[config.mk]
export PLATFORM = sky130hd
export DESIGN_NAME = reg_file_flat
export DESIGN_NICKNAME = d
export VERILOG_FILES = /design/src/rtl/reg_file_if.sv /design/src/rtl/reg_file.sv /design/src/flat_wrapper.sv
export SDC_FILE = /design/constraint.sdc
export NUM_CORES = 1
export LEC_CHECK = 0
export CORE_MARGIN = 4
export CORE_UTILIZATION = 45
export DETAILED_ROUTE_END_ITERATION = 12
export PLACE_DENSITY = 0.67
export SLEW_MARGIN = 10
export SYNTH_ARGS = -nofsm -noshare
export SYNTH_HDL_FRONTEND = slang
export SYNTH_SLANG_ARGS = --single-unit
[constraint.sdc]
create_clock -name clk -period 2.6 [get_ports clk]
set_clock_uncertainty 0.15 [all_clocks]
set_input_delay 0.39 -clock clk [delete_from_list [all_inputs] [get_ports clk]]
set_output_delay 0.39 -clock clk [all_outputs]
set_load 0.01 [all_outputs]
[src/rtl/reg_file_if.sv]
// Register-file access bundle: two read ports plus one write-back port.
// The master side (decode/write-back) drives addresses and write data;
// the slave side (the register file) returns the two read operands.
interface reg_file_if #(
  parameter int DATA_W = 16,
  parameter int ADDR_W = 3
);
  logic [ADDR_W-1:0] Read_Add_1;
  logic [ADDR_W-1:0] Read_Add_2;
  logic [ADDR_W-1:0] Write_Add;
  logic              Write_enable;
  logic [DATA_W-1:0] Write_data;
  logic [DATA_W-1:0] Read_data_1;
  logic [DATA_W-1:0] Read_data_2;

  modport master (
    output Read_Add_1, Read_Add_2, Write_Add, Write_enable, Write_data,
    input  Read_data_1, Read_data_2
  );

  modport slave (
    input  Read_Add_1, Read_Add_2, Write_Add, Write_enable, Write_data,
    output Read_data_1, Read_data_2
  );
endinterface

[src/rtl/reg_file.sv]
// 8 x 16-bit general-purpose register file for the decode stage.
// Two combinational read ports, one synchronous write port, and a
// same-cycle write-to-read bypass so decode sees the value being committed.
// R0 is an ordinary writable register.
module reg_file #(
  parameter int DATA_W = 16,
  parameter int ADDR_W = 3
) (
  input  logic       clk,
  input  logic       rst,
  reg_file_if.slave  bus
);
  localparam int DEPTH = 2 ** ADDR_W;

  logic [DATA_W-1:0] mem [DEPTH];
  logic              hit_1;
  logic              hit_2;
  logic [DATA_W-1:0] rd_1;
  logic [DATA_W-1:0] rd_2;

  // Storage update: reset clears every register and wins over a pending write.
  always_ff @(posedge clk) begin
    if (rst) begin
      // NOTE: the storage array is reset explicitly because the reset value is
      // architecturally visible (all registers read 0); this costs a flop array
      // instead of a RAM macro, which is fine at eight entries.
      for (int i = 0; i < DEPTH; i++) begin
        // NOTE: non-blocking assignments keep every register update on the same
        // edge, independent of statement order.
        mem[i] <= '0;
      end
    end else if (bus.Write_enable) begin
      mem[bus.Write_Add] <= bus.Write_data;
    end
  end

  // Bypass detection: a live write to the same address overrides the stored value.
  always_comb begin
    // NOTE: every output of this block gets a default first so no path can
    // leave it unassigned and infer a latch.
    hit_1 = 1'b0;
    hit_2 = 1'b0;
    if (!rst && bus.Write_enable) begin
      hit_1 = (bus.Write_Add == bus.Read_Add_1);
      hit_2 = (bus.Write_Add == bus.Read_Add_2);
    end
  end

  // Read muxes: stored content, or the in-flight write data on a bypass hit.
  always_comb begin
    rd_1 = mem[bus.Read_Add_1];
    rd_2 = mem[bus.Read_Add_2];
    if (hit_1) rd_1 = bus.Write_data;
    if (hit_2) rd_2 = bus.Write_data;
  end

  assign bus.Read_data_1 = rd_1;
  assign bus.Read_data_2 = rd_2;
endmodule

[src/flat_wrapper.sv]
// flat-port wrapper written by rule: the top's interface ports become plain ports
module reg_file_flat 
#(
  parameter int DATA_W = 16,
  parameter int ADDR_W = 3
)
  (clk, rst, bus_Read_Add_1, bus_Read_Add_2, bus_Write_Add, bus_Write_enable, bus_Write_data, bus_Read_data_1, bus_Read_data_2);
  reg_file_if #(.DATA_W(DATA_W), .ADDR_W(ADDR_W)) bus_i ();
  input  logic clk;
  input  logic rst;
  input wire logic [$bits(bus_i.Read_Add_1)-1:0] bus_Read_Add_1;
  input wire logic [$bits(bus_i.Read_Add_2)-1:0] bus_Read_Add_2;
  input wire logic [$bits(bus_i.Write_Add)-1:0] bus_Write_Add;
  input wire logic [$bits(bus_i.Write_enable)-1:0] bus_Write_enable;
  input wire logic [$bits(bus_i.Write_data)-1:0] bus_Write_data;
  output wire logic [$bits(bus_i.Read_data_1)-1:0] bus_Read_data_1;
  output wire logic [$bits(bus_i.Read_data_2)-1:0] bus_Read_data_2;
  assign bus_i.Read_Add_1 = bus_Read_Add_1;
  assign bus_i.Read_Add_2 = bus_Read_Add_2;
  assign bus_i.Write_Add = bus_Write_Add;
  assign bus_i.Write_enable = bus_Write_enable;
  assign bus_i.Write_data = bus_Write_data;
  assign bus_Read_data_1 = bus_i.Read_data_1;
  assign bus_Read_data_2 = bus_i.Read_data_2;
  reg_file #(.DATA_W(DATA_W), .ADDR_W(ADDR_W)) u_core (.clk(clk), .rst(rst), .bus(bus_i));
endmodule
==> results.sh <==
export IMPL_status="complete, no violations"
export IMPL_maxCapViolCount=0
export IMPL_fill_cells=1255
export IMPL_drive_above_1_share=0.438
export IMPL_path_clk_slew_ns=0.06
export IMPL_cp_top_family="multiplexers"
export IMPL_dr_pass1_iters=5
export IMPL_num_rows=46
export IMPL_synth_top_area_share=0.514
export IMPL_peakVddDrop_uv=416
export IMPL_cts_root_buffer="clkbuf_16"
export IMPL_drc=0
export IMPL_p_leak_nw=3.53
export IMPL_synth_area_top_cells="edfxtp_1 51%, mux4_1 21%, and2_1 11%"
export IMPL_cts_tree="built"
export IMPL_holdWs_ns=0.678
export IMPL_regArea_sq_um=3840
export IMPL_die_y_um=137
export IMPL_dp_hpwl_mm=11.9
export IMPL_cts_sinks=128
export IMPL_slew_limit_headroom=0.604
export IMPL_period_share=0.978
export IMPL_cp_required_ns=2.06
export IMPL_critPathCaptureType="primary output"
export IMPL_grt_usage=0.223
export IMPL_startpoint_type="register"
export IMPL_setup_viol=0
export IMPL_regMostFlops="u_core.mem"
export IMPL_fin_area_sq_um=9250
export IMPL_worstHoldStart="bus_Write_data[15]"
export IMPL_antenna_cells=0
export IMPL_synth_distinct_cells=21
export IMPL_grt_antenna_before_repair=0
export IMPL_min_path_type="input pin to register"
export IMPL_wl_per_cell_um=25.1
export IMPL_p_total_mw=5.57
export IMPL_die_area_sq_um=18700
export IMPL_ys_seq_area_frac=0.514
export IMPL_cts_max_level=4
export IMPL_final_antenna_net_count=0
export IMPL_muxShareOfSynthArea=0.326
export IMPL_grt_setup_unrepaired="false"
export IMPL_synth_xor_area_share=0.00703
export IMPL_clock_path_buffers=2
export IMPL_grt_pass1_vias=4777
export IMPL_path_cells="mux4_2, mux2_4, mux2_2, buf_6"
export IMPL_timing_final_hold_violations=0
export IMPL_io_buffer_count=59
export IMPL_num_nets_final=586
export IMPL_wl_mm=19.8
export IMPL_routed_via_density=5.73
export IMPL_largest_reg_flops=128
export IMPL_vias=4510
export IMPL_maxSlewViolCount=0
export IMPL_critical_path_class="register to primary output"
export IMPL_critPathArrivalTime_ns=2.00
export IMPL_start_util=0.466
export IMPL_grt_max_degree=18
export IMPL_avgSynthCellArea_sq_um=16.7
export IMPL_synth_top_family_by_area="multiplexers"
export IMPL_yosys_area_top_type="edfxtp_1"
export IMPL_syn_inst=447
export IMPL_critical_path_slowest_cell="mux4_2"
export IMPL_drtIter0Drc=494
export IMPL_area_delta_synth_final_pct=23.7
export IMPL_slowest_delay_ns=0.47
export IMPL_coreArea_sq_um=16100
export IMPL_hold_depth=2
export IMPL_synth_compound_area_frac=0
export IMPL_synthSimpleGateAreaFrac=0.126
export IMPL_syn_nets=475
export IMPL_worstMarginPinSlew_ns=0.594
export IMPL_io_pins=60
export IMPL_gp_congestion=0.778
export IMPL_placed_area_sq_um=8670
export IMPL_period_needed_ns=2.54
export IMPL_synth_fa_ha_area_frac=0
export IMPL_max_clock_freq_mhz=393
export IMPL_synth_warnings=0
export IMPL_final_cell_mix="128 x and2_1, 128 x edfxtp_1, 44 x mux4_2, 44 x mux2_2, 42 x buf_4"
export IMPL_path_max_fanout=2
export IMPL_multiInputGateArea_sq_um=3330
export IMPL_crit_buf_inv=1
export IMPL_synthesis_area_sq_um=7480
export IMPL_grt_pass1_wl_mm=29.6
export IMPL_cts_buffers=17
export IMPL_min_to="u_core.mem[1][15]"
export IMPL_ys_ff_latch=128
export IMPL_path_depth=4
export IMPL_die_w_um=137
export IMPL_powerDensity_nw_per_um2=603
export IMPL_grt_overflow=0
export IMPL_reg_top3="u_core.mem (128)"
-- cell usage after synthesis --
master,count
and2_1,128
nand4_1,2
mux4_1,60
nand3b_1,1
mux2_2,50
nor2b_1,1
or3b_2,1
mux4_2,4
clkbuf_1,20
nand2_1,1
mux2_4,14
nor3_1,1
nand2b_1,2
buf_2,2
nor3_2,1
edfxtp_1,128
or2_2,8
xnor2_1,6
buf_4,2
buf_6,9
nor2_1,6
-- metal layers --
metal / wire length [um] / part of all wire / vias to the layer above / GRT usage
li1: - / - / 1984 / -
met1: 7880 / 0.40 / 2332 / 0.292
met2: 10500 / 0.53 / 163 / 0.384
met3: 1040 / 0.053 / 31 / 0.0368
met4: 307 / 0.016 / 0 / 0.0676
met5: 0 / 0 / - / 0
-- area by class of cell --
| class | count | area share |
|---|---|---|
| multi-input cells | 286 | 0.360 |
| clock buffers | 20 | 0.0472 |
| flip-flops and latches | 128 | 0.416 |
| clock inverters | 12 | 0.0103 |
| well taps | 216 | 0.0292 |
| repair buffers | 125 | 0.138 |
-- through the flow --
| step | util | std cells | TNS, ns | setup slack (ns) |
|---|---|---|---|---|
| 2_1_floorplan | - | 447 | 0 | 0.290 |
| 3_3_place_gp | 0.540 | 736 | -13.53 | -0.446 |
| 3_5_place_dp | 0.540 | 736 | -13.74 | -0.462 |
| 4_1_cts | 0.577 | 788 | 0 | 0.00115 |
| 5_1_grt | 0.576 | 787 | 0 | 0.00233 |
| 6_report | 0.576 | 787 | 0 | 0.0566 |
-- power breakdown --
part           switching (mW)  total [mW]  internal (mW)
sequential             0.0641        2.47           2.40
clock                   0.882        2.18           1.30
combinational           0.390       0.923          0.533
-- logic make-up (layout without fill, tap and decap cells) --
family,count (synthesis),after routing
xor+xnor,6,6
buf+inv,33,157
flops,128,128
mux,128,128
simple gates,152,152
-- timing repair --
item / 4_1_cts / 5_1_grt
resized for setup: 178 / 21
pin swaps: 4 / 1
setup buffers: 15 / 1
setup endpoints to repair: 32 / 16
gates cloned: 5 / 0
hold buffers: 0 / 0
-- how the worst max path moves through the flow --
stage / to / start
global route: bus_Read_data_1[15] / u_core.mem[0][15]
CTS: bus_Read_data_2[9] / u_core.mem[5][9]
finish: bus_Read_data_2[4] / u_core.mem[0][4]
detailed placement: bus_Read_data_2[10] / bus_Read_Add_2[1]
global placement: bus_Read_data_1[2] / bus_Read_Add_1[1]
floorplan: bus_Read_data_1[10] / bus_Read_Add_1[1]
Note: power is estimated with default switching activity, not from simulation.
==> variant (same flow settings) <==
`DATA_W` is set to 16 in 3 places; all go to 18.
--- a/src/rtl/reg_file_if.sv
+++ b/src/rtl/reg_file_if.sv
@@ -3,5 +3,5 @@
 // the slave side (the register file) returns the two read operands.
 interface reg_file_if #(
-  parameter int DATA_W = 16,
+  parameter int DATA_W = 18,
   parameter int ADDR_W = 3
 );
--- a/src/rtl/reg_file.sv
+++ b/src/rtl/reg_file.sv
@@ -4,5 +4,5 @@
 // R0 is an ordinary writable register.
 module reg_file #(
-  parameter int DATA_W = 16,
+  parameter int DATA_W = 18,
   parameter int ADDR_W = 3
 ) (
--- a/src/flat_wrapper.sv
+++ b/src/flat_wrapper.sv
@@ -2,5 +2,5 @@
 module reg_file_flat 
 #(
-  parameter int DATA_W = 16,
+  parameter int DATA_W = 18,
   parameter int ADDR_W = 3
 )
Ports: changed (resized bus_Read_data_1, bus_Read_data_2 and bus_Write_data); port bits go from 60 to 66. The function was not compared with the original's and may differ.
==> variant against the unedited design <==
- sequential power grew 13%
- largest power group unchanged
- power grew 13%
- critical endpoint is now bus_Read_data_2[6]
- wire length grew 19%
- sequential cell count grew 16
- design area grew 12%
- area after synthesis grew 12%
- critical path depth is the same
- setup slack lost 0.024 ns
- sequential share of layout area is essentially flat
==> variant: results (changes against the unedited design) <==
For the placed wire-length estimate, the log shows 14380 um (+21%). The DRC violations left was 0 (unchanged). Family with the most delay on the worst path: multiplexers. The tools report the worst-case setup slack after placement as -0.5666 ns (-0.1045 ns).

The run gives 525 (+11%) as the number of nets in the synthesized netlist. On the critical path, the stage with the largest delay is an instance of mux4_2. For this run, the leading register cell type out of synthesis is edfxtp_1.

The run gives 0.8187 (+5.3%) as the routability-driven placement congestion ratio. Leakage power figure: 3.903 nW (+11%). The highest cell delay on the worst timing path is 0.46 ns, and the worst-case vdd ir drop is 0.4364 mV (+4.8%). The number of distinct standard cells referenced by the synthesized netlist is 22 (+4.8%). The detailed router's first-iteration violation count is 560 (+13%).

The clock transition time at the flip-flop clock pins of the worst setup and hold paths was 0.06 ns (about the same); the TritonCTS buffer count was 17 (unchanged). The part of the Yosys area used for sequential elements is 0.5172 (+0.003154), and the antenna cell count is 0 (unchanged). The worst hold path stage count came out at 2 (unchanged). Terminating pin of the worst hold path: u_core.mem[2][14]$_SDFFCE_PN0P_. The via density per instance was 5.921 (+3.3%); the layout cell share with drive strength beyond 1 was 0.4836 (+0.04579). The largest registers in the layout are u_core.mem x144. The tools report the clock tree buffer depth as 2 (unchanged). The first-pass iteration count of the detailed router is 4 (-1).

The final-layout worst hold slack is 0.6750 ns (-0.002928 ns). Yosys attributes the largest share of cell area to edfxtp_1 52%, mux4_1 21%, and2_1 11%. The number of antenna violations at the first check in global routing was 0 (unchanged); the overall global routing resource usage was 0.2369 (+0.01366).

The tree is rooted in a clkbuf_16. The slew at the pin closest to its max-slew limit was 0.6885 ns (+0.09468 ns); the count of yosys warnings during synthesis was 0 (unchanged). The tools report the number of failing hold endpoints at the final stage as 0 (unchanged). The via count of the first global-routing pass was 5630 (+18%); the count of flip-flops with a built-in enable after synthesis was 144 (+13%). The commonest cells after synthesis are 144 x and2_1, 144 x edfxtp_1, 68 x mux4_1.

The number of fillers in the final layout came out at 1448 (+15%). In this run the worst hold path is classified as in -> reg. CTS H-tree depth: 4 (unchanged).

The pin count of the biggest net entering global routing came out at 19 (+1). Number of nets at the end of the flow: 658 (+12%). The flow ran to the end, and the final reports show no timing, DRC or antenna violations. The worst min-delay path startpoint is bus_Write_data[14]. The largest fanout of any net on the critical path is 2 (unchanged), and the number of I/O port buffers is 65 (+10%). The final wirelength is 23460 um (+19%). The first-pass GRT wire length is 35030 um (+18%). The share of flip-flops with an asynchronous set or reset was 0 (unchanged).
## variant: what timing repair did
action	in CTS	in global routing
cloned	6	0
pin swaps	1	0
buffers inserted	12	0
endpoints found under the hold margin	0	0
gates resized for setup	250	14
setup endpoints to repair	36	8
## variant: routing by layer
| layer | global-route usage | routed length (um) | share of wire | vias to the layer above |
|---|---|---|---|---|
| met4 | 0.08591 | 445 | 0.019 | 0 |
| met5 | 0 | 0 | 0 | - |
| li1 | - | - | - | 2198 |
| met2 | 0.3994 | 12130 | 0.52 | 227 |
| met3 | 0.04663 | 1487 | 0.063 | 31 |
| met1 | 0.3067 | 9391 | 0.40 | 2695 |
## variant: power by group
part | internal, W | switching [W]
clock network | 0.00150 | 0.000949
logic | 0.000610 | 0.000468
registers | 0.00271 | 0.0000769
total | 0.00482 | 0.00149
## variant: worst max-delay path by stage
stage / start / to / slack, ns / cells after the start
floorplan: bus_Read_Add_2[0] / bus_Read_data_2[10] / 0.31 / 5
global placement: bus_Read_Add_2[1] / bus_Read_data_2[6] / -0.56 / 6
detailed placement: bus_Read_Add_2[1] / bus_Read_data_2[6] / -0.57 / 6
CTS: u_core.mem[1][14]$_SDFFCE_PN0P_ / bus_Read_data_2[14] / -0.009 / 5
global route: u_core.mem[5][3]$_SDFFCE_PN0P_ / bus_Read_data_1[3] / 0.002 / 4
finish: u_core.mem[0][6]$_SDFFCE_PN0P_ / bus_Read_data_2[6] / 0.03 / 4
## variant: logic make-up (layout without fill, tap and decap cells)
family | count (synthesis) | after routing | share of synthesized area
AND/OR/NAND/NOR | 168 | 168 | 0.1259
XOR/XNOR | 6 | 6 | 0.006285
multiplexers | 144 | 144 | 0.3264
flip-flops | 144 | 144 | 0.5172
buffers and inverters | 33 | 179 | 0.02424
## variant: final cells by class
type,count,area share
repair buffers,147,0.1456
flip-flops and latches,144,0.4159
clock buffers,17,0.04091
well taps,229,0.02756
multi-input cells,318,0.3539
clock inverters,15,0.01613
## variant: through the flow
step	instance area, um2	TNS (ns)	cells
final	10400	0	870
after global routing	10400	0	870
after CTS	10420	-0.009120	871
after detailed placement	9811	-18.04	822
after global placement	9811	-17.51	822
after floorplan	8361	0	495
